File: config.mk
export PLATFORM = sky130hd
export DESIGN_NAME = hazard_tracker
export DESIGN_NICKNAME = d
export VERILOG_FILES = /design/src/rtl/hazard_tracker_pkg.sv /design/src/rtl/hazard_fwd_sel.sv /design/src/rtl/hazard_tracker.sv
export SDC_FILE = /design/constraint.sdc
export NUM_CORES = 1
export LEC_CHECK = 0
export ABC_AREA = 1
export CORE_MARGIN = 1.5
export CORE_UTILIZATION = 47
export CTS_BUF_LIST = sky130_fd_sc_hd__clkbuf_4 sky130_fd_sc_hd__clkbuf_8
export DETAILED_ROUTE_END_ITERATION = 8
export PLACE_DENSITY = 0.68
export REMOVE_ABC_BUFFERS = 1
export SKIP_LAST_GASP = 1
export SLEW_MARGIN = 10
export SYNTH_ARGS = -nofsm -noshare
export SYNTH_HDL_FRONTEND = slang
export SYNTH_HIERARCHICAL = 1
export SYNTH_SLANG_ARGS = --single-unit
File: constraint.sdc
create_clock -name clk -period 4.77 [get_ports clk]
set_input_delay 0.477 -clock clk [delete_from_list [all_inputs] [get_ports clk]]
set_output_delay 0.477 -clock clk [all_outputs]
set_load 0.02 [all_outputs]
File: src/rtl/hazard_tracker_pkg.sv
// Shared codes and entry layouts for the pipeline hazard tracker.
package hazard_tracker_pkg;

    // Stage at which an operand is first needed / a result first exists.
    localparam logic [1:0] STAGE_DECODE  = 2'd0;
    localparam logic [1:0] STAGE_EXECUTE = 2'd1;
    localparam logic [1:0] STAGE_MEM     = 2'd2;
    localparam logic [1:0] STAGE_MAX     = 2'd3;

    // Forwarding-mux select codes.
    localparam logic [1:0] FWD_NONE = 2'd0;
    localparam logic [1:0] FWD_E    = 2'd1;
    localparam logic [1:0] FWD_M    = 2'd2;
    localparam logic [1:0] FWD_W    = 2'd3;

    // Pipeline positions of the tracked writers. They equal the matching
    // FWD_* code, which the selector relies on.
    localparam logic [1:0] POS_E = 2'd1;
    localparam logic [1:0] POS_M = 2'd2;
    localparam logic [1:0] POS_W = 2'd3;

    typedef struct packed {
        logic [4:0] waddr;
        logic [1:0] wstage;
        logic [4:0] raddr0;
        logic [4:0] raddr1;
    } e_entry_t;

    typedef struct packed {
        logic [4:0] waddr;
        logic [1:0] wstage;
        logic [4:0] raddr1;
    } m_entry_t;

    typedef struct packed {
        logic [4:0] waddr;
        logic [1:0] wstage;
    } w_entry_t;

    // Register $0 is never a dependency.
    function automatic logic addr_hit(input logic [4:0] r, input logic [4:0] w);
        return (r != 5'd0) && (w == r);
    endfunction

endpackage

File: src/rtl/hazard_fwd_sel.sv
// Nearest-producer selector for one operand consumption point. Entry 0 is
// the youngest writer and has the highest priority.
module hazard_fwd_sel
    import hazard_tracker_pkg::*;
#(
    parameter int N = 3
) (
    input  logic [4:0]        raddr,
    input  logic [1:0]        need_stage,
    input  logic [N-1:0][1:0] pos,
    input  logic [N-1:0][4:0] waddr,
    input  logic [N-1:0][1:0] wstage,
    output logic              match,
    output logic [1:0]        sel,
    output logic              ready
);

    logic [N-1:0] hit_s;
    logic [1:0]   hit_pos_s;
    logic [1:0]   hit_stage_s;
    logic [2:0]   due_s;

    // Pick the youngest matching writer and derive forward code and readiness.
    always_comb begin
        match       = 1'b0;
        hit_pos_s   = 2'd0;
        hit_stage_s = 2'd0;
        sel         = FWD_NONE;
        ready       = 1'b1;
        for (int i = 0; i < N; i++) begin
            hit_s[i] = addr_hit(raddr, waddr[i]);
            if (hit_s[i] && !match) begin
                match       = 1'b1;
                hit_pos_s   = pos[i];
                hit_stage_s = wstage[i];
            end else begin
                match = match;
            end
        end
        // The consumer reaches its need point p+need stages after the
        // writer's current position; the value must exist strictly before.
        due_s = {1'b0, hit_pos_s} + {1'b0, need_stage};
        if (match) begin
            // A result produced at stage s is on a bypass bus once the
            // writer has moved past s, i.e. s < position.
            sel   = (hit_stage_s < hit_pos_s) ? hit_pos_s : FWD_NONE;
            ready = (due_s > {1'b0, hit_stage_s});
        end else begin
            sel   = FWD_NONE;
            ready = 1'b1;
        end
    end

endmodule

File: src/rtl/hazard_tracker.sv
// Tracks writers in E/M/W, raises the pipeline stall and drives every
// forwarding-mux select. Owns no datapath.
module hazard_tracker
    import hazard_tracker_pkg::*;
#(
    parameter int CNT_W = 32
) (
    input  logic             clk,
    input  logic             reset_n,
    input  logic [4:0]       d_read_addr0,
    input  logic [4:0]       d_read_addr1,
    input  logic [1:0]       d_read_stage0,
    input  logic [1:0]       d_read_stage1,
    input  logic [4:0]       d_write_addr,
    input  logic [1:0]       d_write_stage,
    output logic             stall,
    output logic [1:0]       fwd_d_rs,
    output logic [1:0]       fwd_d_rt,
    output logic [1:0]       fwd_e_rs,
    output logic [1:0]       fwd_e_rt,
    output logic [1:0]       fwd_m_rt,
    output logic [CNT_W-1:0] stall_count
);

    e_entry_t         e_q, e_d;
    m_entry_t         m_q, m_d;
    w_entry_t         w_q, w_d;
    logic [CNT_W-1:0] stall_count_q, stall_count_d;

    logic       d_rs_match_s, d_rs_ready_s, d_rt_match_s, d_rt_ready_s;
    logic       e_rs_match_s, e_rs_ready_s, e_rt_match_s, e_rt_ready_s;
    logic       m_rt_match_s, m_rt_ready_s;
    logic [1:0] d_rs_sel_s, d_rt_sel_s, e_rs_sel_s, e_rt_sel_s, m_rt_sel_s;

    // D-stage operands see all three writers; they also decide the stall.
    hazard_fwd_sel #(.N(3)) u_sel_d_rs (
        .raddr(d_read_addr0), .need_stage(d_read_stage0),
        .pos({POS_W, POS_M, POS_E}),
        .waddr({w_q.waddr, m_q.waddr, e_q.waddr}),
        .wstage({w_q.wstage, m_q.wstage, e_q.wstage}),
        .match(d_rs_match_s), .sel(d_rs_sel_s), .ready(d_rs_ready_s)
    );

    hazard_fwd_sel #(.N(3)) u_sel_d_rt (
        .raddr(d_read_addr1), .need_stage(d_read_stage1),
        .pos({POS_W, POS_M, POS_E}),
        .waddr({w_q.waddr, m_q.waddr, e_q.waddr}),
        .wstage({w_q.wstage, m_q.wstage, e_q.wstage}),
        .match(d_rt_match_s), .sel(d_rt_sel_s), .ready(d_rt_ready_s)
    );

    // Downstream points never stall (the D check already guaranteed
    // availability), so their need stage is tied to STAGE_MAX.
    hazard_fwd_sel #(.N(2)) u_sel_e_rs (
        .raddr(e_q.raddr0), .need_stage(STAGE_MAX),
        .pos({POS_W, POS_M}),
        .waddr({w_q.waddr, m_q.waddr}),
        .wstage({w_q.wstage, m_q.wstage}),
        .match(e_rs_match_s), .sel(e_rs_sel_s), .ready(e_rs_ready_s)
    );

    hazard_fwd_sel #(.N(2)) u_sel_e_rt (
        .raddr(e_q.raddr1), .need_stage(STAGE_MAX),
        .pos({POS_W, POS_M}),
        .waddr({w_q.waddr, m_q.waddr}),
        .wstage({w_q.wstage, m_q.wstage}),
        .match(e_rt_match_s), .sel(e_rt_sel_s), .ready(e_rt_ready_s)
    );

    hazard_fwd_sel #(.N(1)) u_sel_m_rt (
        .raddr(m_q.raddr1), .need_stage(STAGE_MAX),
        .pos(POS_W),
        .waddr(w_q.waddr),
        .wstage(w_q.wstage),
        .match(m_rt_match_s), .sel(m_rt_sel_s), .ready(m_rt_ready_s)
    );

    // Stall on the worse operand; selects pass only for timely matches.
    always_comb begin
        stall    = ~d_rs_ready_s | ~d_rt_ready_s;
        fwd_d_rs = (d_rs_match_s && d_rs_ready_s) ? d_rs_sel_s : FWD_NONE;
        fwd_d_rt = (d_rt_match_s && d_rt_ready_s) ? d_rt_sel_s : FWD_NONE;
        fwd_e_rs = (e_rs_match_s && e_rs_ready_s) ? e_rs_sel_s : FWD_NONE;
        fwd_e_rt = (e_rt_match_s && e_rt_ready_s) ? e_rt_sel_s : FWD_NONE;
        fwd_m_rt = (m_rt_match_s && m_rt_ready_s) ? m_rt_sel_s : FWD_NONE;
        stall_count = stall_count_q;
    end

    // Advance the writer pipeline; a stalled D inserts a bubble into E.
    always_comb begin
        e_d = '0;
        if (stall) begin
            e_d = '0;
        end else begin
            e_d.waddr  = d_write_addr;
            e_d.wstage = d_write_stage;
            e_d.raddr0 = d_read_addr0;
            e_d.raddr1 = d_read_addr1;
        end
        m_d.waddr  = e_q.waddr;
        m_d.wstage = e_q.wstage;
        m_d.raddr1 = e_q.raddr1;
        w_d.waddr  = m_q.waddr;
        w_d.wstage = m_q.wstage;
        if (stall && (stall_count_q != {CNT_W{1'b1}})) begin
            stall_count_d = stall_count_q + {{(CNT_W-1){1'b0}}, 1'b1};
        end else begin
            stall_count_d = stall_count_q;
        end
    end

    // State registers with asynchronous clear.
    always_ff @(posedge clk or negedge reset_n) begin
        if (!reset_n) begin
            e_q           <= '0;
            m_q           <= '0;
            w_q           <= '0;
            stall_count_q <= '0;
        end else begin
            e_q           <= e_d;
            m_q           <= m_d;
            w_q           <= w_d;
            stall_count_q <= stall_count_d;
        end
    end

endmodule

==> impl_metrics.toml, run 1 <==
[placement]
gp_congestion = 0.9004
io_buffer_count = 65
placed_cells = 1096
hpwlAfterDp_microns = 10500
pre_cts_slack_ns = 0.1725

[setup_path]
rrSetupSlack_ns = 0.88
crit_path_max_fanout = 6
critical_path_class = "in -> out"
cp-end-kind = "output port"
rr_worst_depth = 26
cp-start-kind = "input port"
r2r_start = "w_q[2]$_DFF_PN0_"
required_ns = 4.29
cp.arrival_ns = 3.99
cp-startpoint = "d_read_addr1[4]"
timing.rr.end = "stall_count[24]$_DFFE_PN0P_"

[logic_synthesis]
synth-main-ff-cell = "dfrtp_1"
synth_edf_count = 0
synthArstFlopShare_pct = 100.0
synth_cell_type_count = 33
synth_area_sq_um = 5650
syn_area_per_cell_sq_um = 6.540
yosysWarningCount = 6
synth_cells = 864
ys_seq_area_share_pct = 30.12
synth_seq_cells = 68

[routing]
ant_nets = 0
drt_pass1_iterations = 5
drt_wl_total_microns = 13450
via_per_inst = 4.730
drt_iter0_drc = 176
routedWlPerCell_microns = 12.10
drc = 0
vias = 5260

[timing]
fin_crit_ns = 4.464
rsz0062_at_grt = "no"
fmax_mhz = 224.0
max_slew_margin_pct = 47.43
setup_tns_ns = 0
setup_viol = 0
finalClockSkew_ns = 0.006770
hold_violations = 0
drv_slew = 0
worst_pin_slew_ns = 0.7886
timing.final.crit_share_pct = 93.58
setup_ws_ns = 0.3063

[clock_tree]
cts_buffer_depth = 2
hold_buffers = 0
insertion_delay_ns = 0.36
cts_setup_buffers = 0
path_clk_slew_ns = 0.08
cts_tree = "done"
cts_num_sinks = 68
numCtsBuffers = 9
cts_root_buffer = "clkbuf_8"
htreeDepth = 3

[floorplanning]
io_pins = 66
die_h_microns = 112.6
die_area_sq_um = 12690
fp.dieW_microns = 112.6
start_util_pct = 48.86
core_area_sq_um = 11560
rows = 39

[final_layout]
final_cells = 1112
antenna_cells = 0
synthToLayoutAreaGrowth_pct = 20.15
drive_gt1_share_pct = 11.15
final_nets = 1013
n_fill_cell = 1111
finish.utilization_pct = 58.70

[power_and_ir_drop]
p_per_area_nw_per_um2 = 270.2
power.total_mw = 1.834
irDropWorstVdd_uv = 199.2
p_leak_nw = 3.525

[global_routing]
grt-ovfl-total = 0
grt_antenna_before_repair = 0
grt_max_degree = 37
grt_pass1_wl_microns = 23290
grt.total_usage_pct = 23.07
first_global_vias = 4980

[run_status]
outcome = "finished clean"

[hold_path]
hold_path.class = "in -> async"

[flow_run]
maxCapViolCount = 0
-- power breakdown --
part	total [mW]	internal, mW	switching, mW
Clock	0.551	0.298	0.253
Sequential	0.736	0.634	0.102
Combinational	0.547	0.210	0.337
-- repair_timing --
item / 4_1_cts / 5_1_grt
gates resized for setup: 0 / 4
setup endpoints to repair: 0 / 5
hold endpoints to repair: 0 / 0
-- synth_stat cells, types with 12 or more instances --
cell type	instances	area share, %
inv_2	23	1.5
nor2_1	103	6.8
nand2_1	316	21
nand3_1	41	3.6
nand4_1	16	1.8
nor2_2	12	1.3
inv_1	127	8.4
xnor2_1	23	3.6
ha_1	21	4.7
nand2_2	19	2.1
nand3_2	14	2.5
dfrtp_1	68	30
-- routing by layer --
metal | vias to the layer above | share of wire, % | global-route usage, %
li1 | 2784 | - | -
met1 | 2338 | 45 | 28.43
met2 | 104 | 48 | 40.00
met3 | 34 | 3.7 | 3.834
met4 | 0 | 3.6 | 9.705
met5 | - | 0 | 0
-- flip-flops by register name (all words and copies together) (netlist names) --
name and count:
w_q 7, m_q 12, e_q 17, stall_count 32
-- kinds of logic (layout without fill, tap and decap cells) --
| group | Yosys count | in the layout | synth area share (%) |
|---|---|---|---|
| and+or+nand+nor | 559 | 559 | 45.26 |
| adders and majority gates | 26 | 26 | 6.422 |
| AOI/OAI and AO/OA | 18 | 18 | 2.037 |
| DFF | 68 | 68 | 30.12 |
| xor gates and xnor gates | 33 | 33 | 5.115 |
| buffers and inverters | 158 | 235 | 10.92 |
| other | 2 | 30 | 0.1329 |
-- worst max-delay path: stages --
cell	delay (ns)
clkdlybuf4s50_1	0.62
inv_2	0.07
nand2_1	0.06
nand2_1	0.06
nor2_2	0.13
nand2_1	0.10
nor2_4	0.14
nand2_1	0.08
nand3_2	0.08
nand2_2	0.06
inv_1	0.06
ha_1	0.13
inv_1	0.04
fa_1	0.47
inv_1	0.04
ha_1	0.28
inv_1	0.04
nor2_1	0.07
o21ai_0	0.08
nand3_1	0.12
and3_1	0.15
clkdlybuf4s50_1	0.60
-- placed cells by master, fill, tap and decap left out, types with 3 or more instances in the layout --
| cell | instances |
|---|---|
| clkbuf_8 | 9 |
| ha_1 | 21 |
| nand3_2 | 14 |
| nor2_2 | 12 |
| buf_4 | 3 |
| xor2_1 | 10 |
| inv_1 | 127 |
| inv_2 | 23 |
| fa_1 | 5 |
| clkdlybuf4s50_1 | 60 |
| dlymetal6s2s_1 | 4 |
| xnor2_1 | 23 |
| dfrtp_1 | 68 |
| clkinv_4 | 3 |
| nand2_4 | 3 |
| conb_1 | 30 |
| nor2_1 | 103 |
| o21ai_0 | 9 |
| nand2_1 | 316 |
| nor2_4 | 11 |
| nand3_1 | 41 |
| and3_1 | 10 |
| nand4_1 | 16 |
| nand2_2 | 19 |
| nand3b_1 | 10 |
-- layout make-up --
class                           count  area, sq um  share of cell area (%)
Clock inverter                      7        100.1                   1.474
Tap cell                          143        178.9                   2.635
Clock buffer                        9        123.9                   1.825
Inverter                          151        569.3                   8.386
Multi-Input combinational cell    666         3437                   50.63
Sequential cell                    68         1702                   25.06
Timing Repair Buffer               68        678.2                   9.989
-- per-stage QoR --
stage | hold slack [ns] | area (sq um)
global placement | 0.4235 | 6555
finish | 0.1758 | 6789
detailed placement | 0.4264 | 6555
floorplan | 0.1814 | 5708
CTS | 0.2056 | 6779
global route | 0.2380 | 6789
-- worst max-delay path by stage --
| stage | endpoint | slack [ns] | cells after the start |
|---|---|---|---|
| floorplan | stall_count[24]$_DFFE_PN0P_ | 1.00 | 25 |
| global placement | stall | 0.24 | 22 |
| detailed placement | stall | 0.17 | 22 |
| CTS | stall | 0.18 | 22 |
| global route | fwd_d_rt[0] | 0.01 | 22 |
| finish | fwd_d_rt[0] | 0.31 | 22 |
No activity file was read; power rests on OpenSTA's default activity.
==> inputs of run 2 (changes only) <==
--- a/config.mk
+++ b/config.mk
@@ -13,7 +13,6 @@
 export PLACE_DENSITY = 0.68
 export REMOVE_ABC_BUFFERS = 1
 export SKIP_LAST_GASP = 1
-export SLEW_MARGIN = 10
 export SYNTH_ARGS = -nofsm -noshare
 export SYNTH_HDL_FRONTEND = slang
 export SYNTH_HIERARCHICAL = 1
==> results of run 2 <==
Same layout as run 1: the final DEF is identical, and so are final timing and power.
==> variant (flow settings as in run 2) <==
The parameter `CNT_W` goes from 32 to 16.
--- a/src/rtl/hazard_tracker.sv
+++ b/src/rtl/hazard_tracker.sv
@@ -3,7 +3,7 @@
 module hazard_tracker
     import hazard_tracker_pkg::*;
 #(
-    parameter int CNT_W = 32
+    parameter int CNT_W = 16
 ) (
     input  logic             clk,
     input  logic             reset_n,
Ports: changed (resized stall_count); port bits go from 66 to 50. The function was not compared with the original's and may differ.
==> variant against run 2 <==
Critical path depth fell by 1. Setup slack worse by 42 ps. Combinational power is 13% higher. Design area shrank 21%. Clock power is 52% lower. Wire length shrank 24%. Global-route usage decreased by 1.5 points. Sequential cell count is 16 lower. Area after synthesis is 20% lower. Sequential share of layout area shrank 0.95 points. Power down 17%. Largest power group unchanged.
==> variant: results (changes against run 2) <==
| Metric | Value |
|---|---|
| Parity-gate share of the synthesized area counting xor and xnor cells | `5.23% (was 5.12%)` |
| Signal arrival time at the worst endpoint | `4030 ps (was 3990 ps)` |
| Clock sink total | `52 (was 68)` |
| Max FFs per register | `17 (was 32)` |
| Maximum level of the CTS H-tree | `2 (was 3)` |
| Post-synth cell types | `31 (was 33)` |
| Source-to-sink clock delay at the later pin of the worst-skew pair | `310 ps (was 360 ps)` |
| Peak VDD IR | `249 uV (was 199 uV)` |
| Maximum single-stage delay on the critical path | `550 ps (was 620 ps)` |
| Met3 Routed Length | `435 um (was 494 um)` |
| Number of nets in the finished design | `801 (was 1013)` |
| Half-perimeter wire length after placement | `8160 um (was 10500 um)` |
| Total routing usage reported by global routing | `21.6% (was 23.1%)` |
| Pleak | `0.00292 uW (was 0.00352 uW)` |
| Wire length of the first global-routing pass | `17900 um (was 23300 um)` |
| Vias in the first global route | `4045 (was 4980)` |
| WL met1 | `4450 um (was 5990 um)` |
| Maximum number of pins on one net before global-route repair | `53 (was 37)` |
| Worst slew margin relative to its limit | `56.6% (was 47.4%)` |
| Sequential cell area fraction in the yosys report | `28.8% (was 30.1%)` |
| Placer's final routability congestion estimate | `0.899 (was 0.900)` |
| Maximum fanout count along the critical path | `7 (was 6)` |
| Clock-pin slew of the registers on the worst-case setup and hold paths | `110 ps (was 80 ps)` |
| Result of the run | `finished, final reports clean (unchanged)` |
| Met2 Wirelength | `5200 um (was 6480 um)` |
| Post-detailed-route wirelength per cell | `11.6 um (was 12.1 um)` |
| Cts bufs inserted | `5 (was 9)` |
| Share of cells above drive strength 1 | `14.5% (was 11.1%)` |
| Fraction of the mapped netlist area in adder cells | `8.02% (was 6.42%)` |
| Vias post-DR | `4187 (was 5260)` |
==> variant: critical path: cells and delay by family <==
family	cells	cell delay (ps)
buf+inv	7	1330
simple gates	10	1170
fa+ha+maj	3	870
compound gates	1	160
==> variant: final timing paths <==
| kind | start | to | slack, ps | cells after the start |
|---|---|---|---|---|
| worst max-delay path | d_read_addr0[2] | fwd_d_rs[0] | 260 | 21 |
| worst min-delay path | reset_n | stall_count[7] | 230 | 2 |
| worst max register to register | w_q[2] | stall_count[12] | 730 | 26 |
| worst min register to register | e_q[11] | m_q[6] | 440 | 0 |
| max in group asynchronous | reset_n | w_q[0] | 4050 | 2 |
| min in group clk | e_q[11] | m_q[6] | 440 | 0 |
==> variant: metrics by stage <==
step	instance area [um^2]	setup WS [ps]	instances	utilization (%)
6_report	5400	264	882	58.1
2_1_floorplan	4610	946	693	-
3_5_place_dp	5280	174	874	56.9
5_1_grt	5400	7.91	882	58.1
4_1_cts	5380	178	882	57.9
3_3_place_gp	5280	202	874	56.9
==> variant: per-layer routing <==
layer,track usage [%],vias to the layer above
li1,-,2149
met1,27.0,1931
met2,38.5,90
met3,3.61,17
met4,5.88,0
met5,0,-
==> variant: area by class of cell <==
type                       count  area, um^2
fill                         907        3890
clock buffer                   5        68.8
tap                          129         161
multi-input combinational    502        2790
inverter                     139         522
sequential                    52        1300
timing repair buffer          52         523
clock inverter                 3        27.5
==> variant: report_power, final <==
group | total, uW | switching [uW] | internal, uW | leakage, uW
Clock | 263 | 155 | 108 | 0.0000463
Combinational | 619 | 372 | 247 | 0.00224
Sequential | 632 | 120 | 513 | 0.000638
==> variant: what timing repair did <==
| action | CTS | global route |
|---|---|---|
| hold buffers | 0 | 0 |
| hold endpoints to repair | 0 | 0 |
| gates resized for setup | 0 | 7 |
| endpoints found under the setup margin | 0 | 5 |
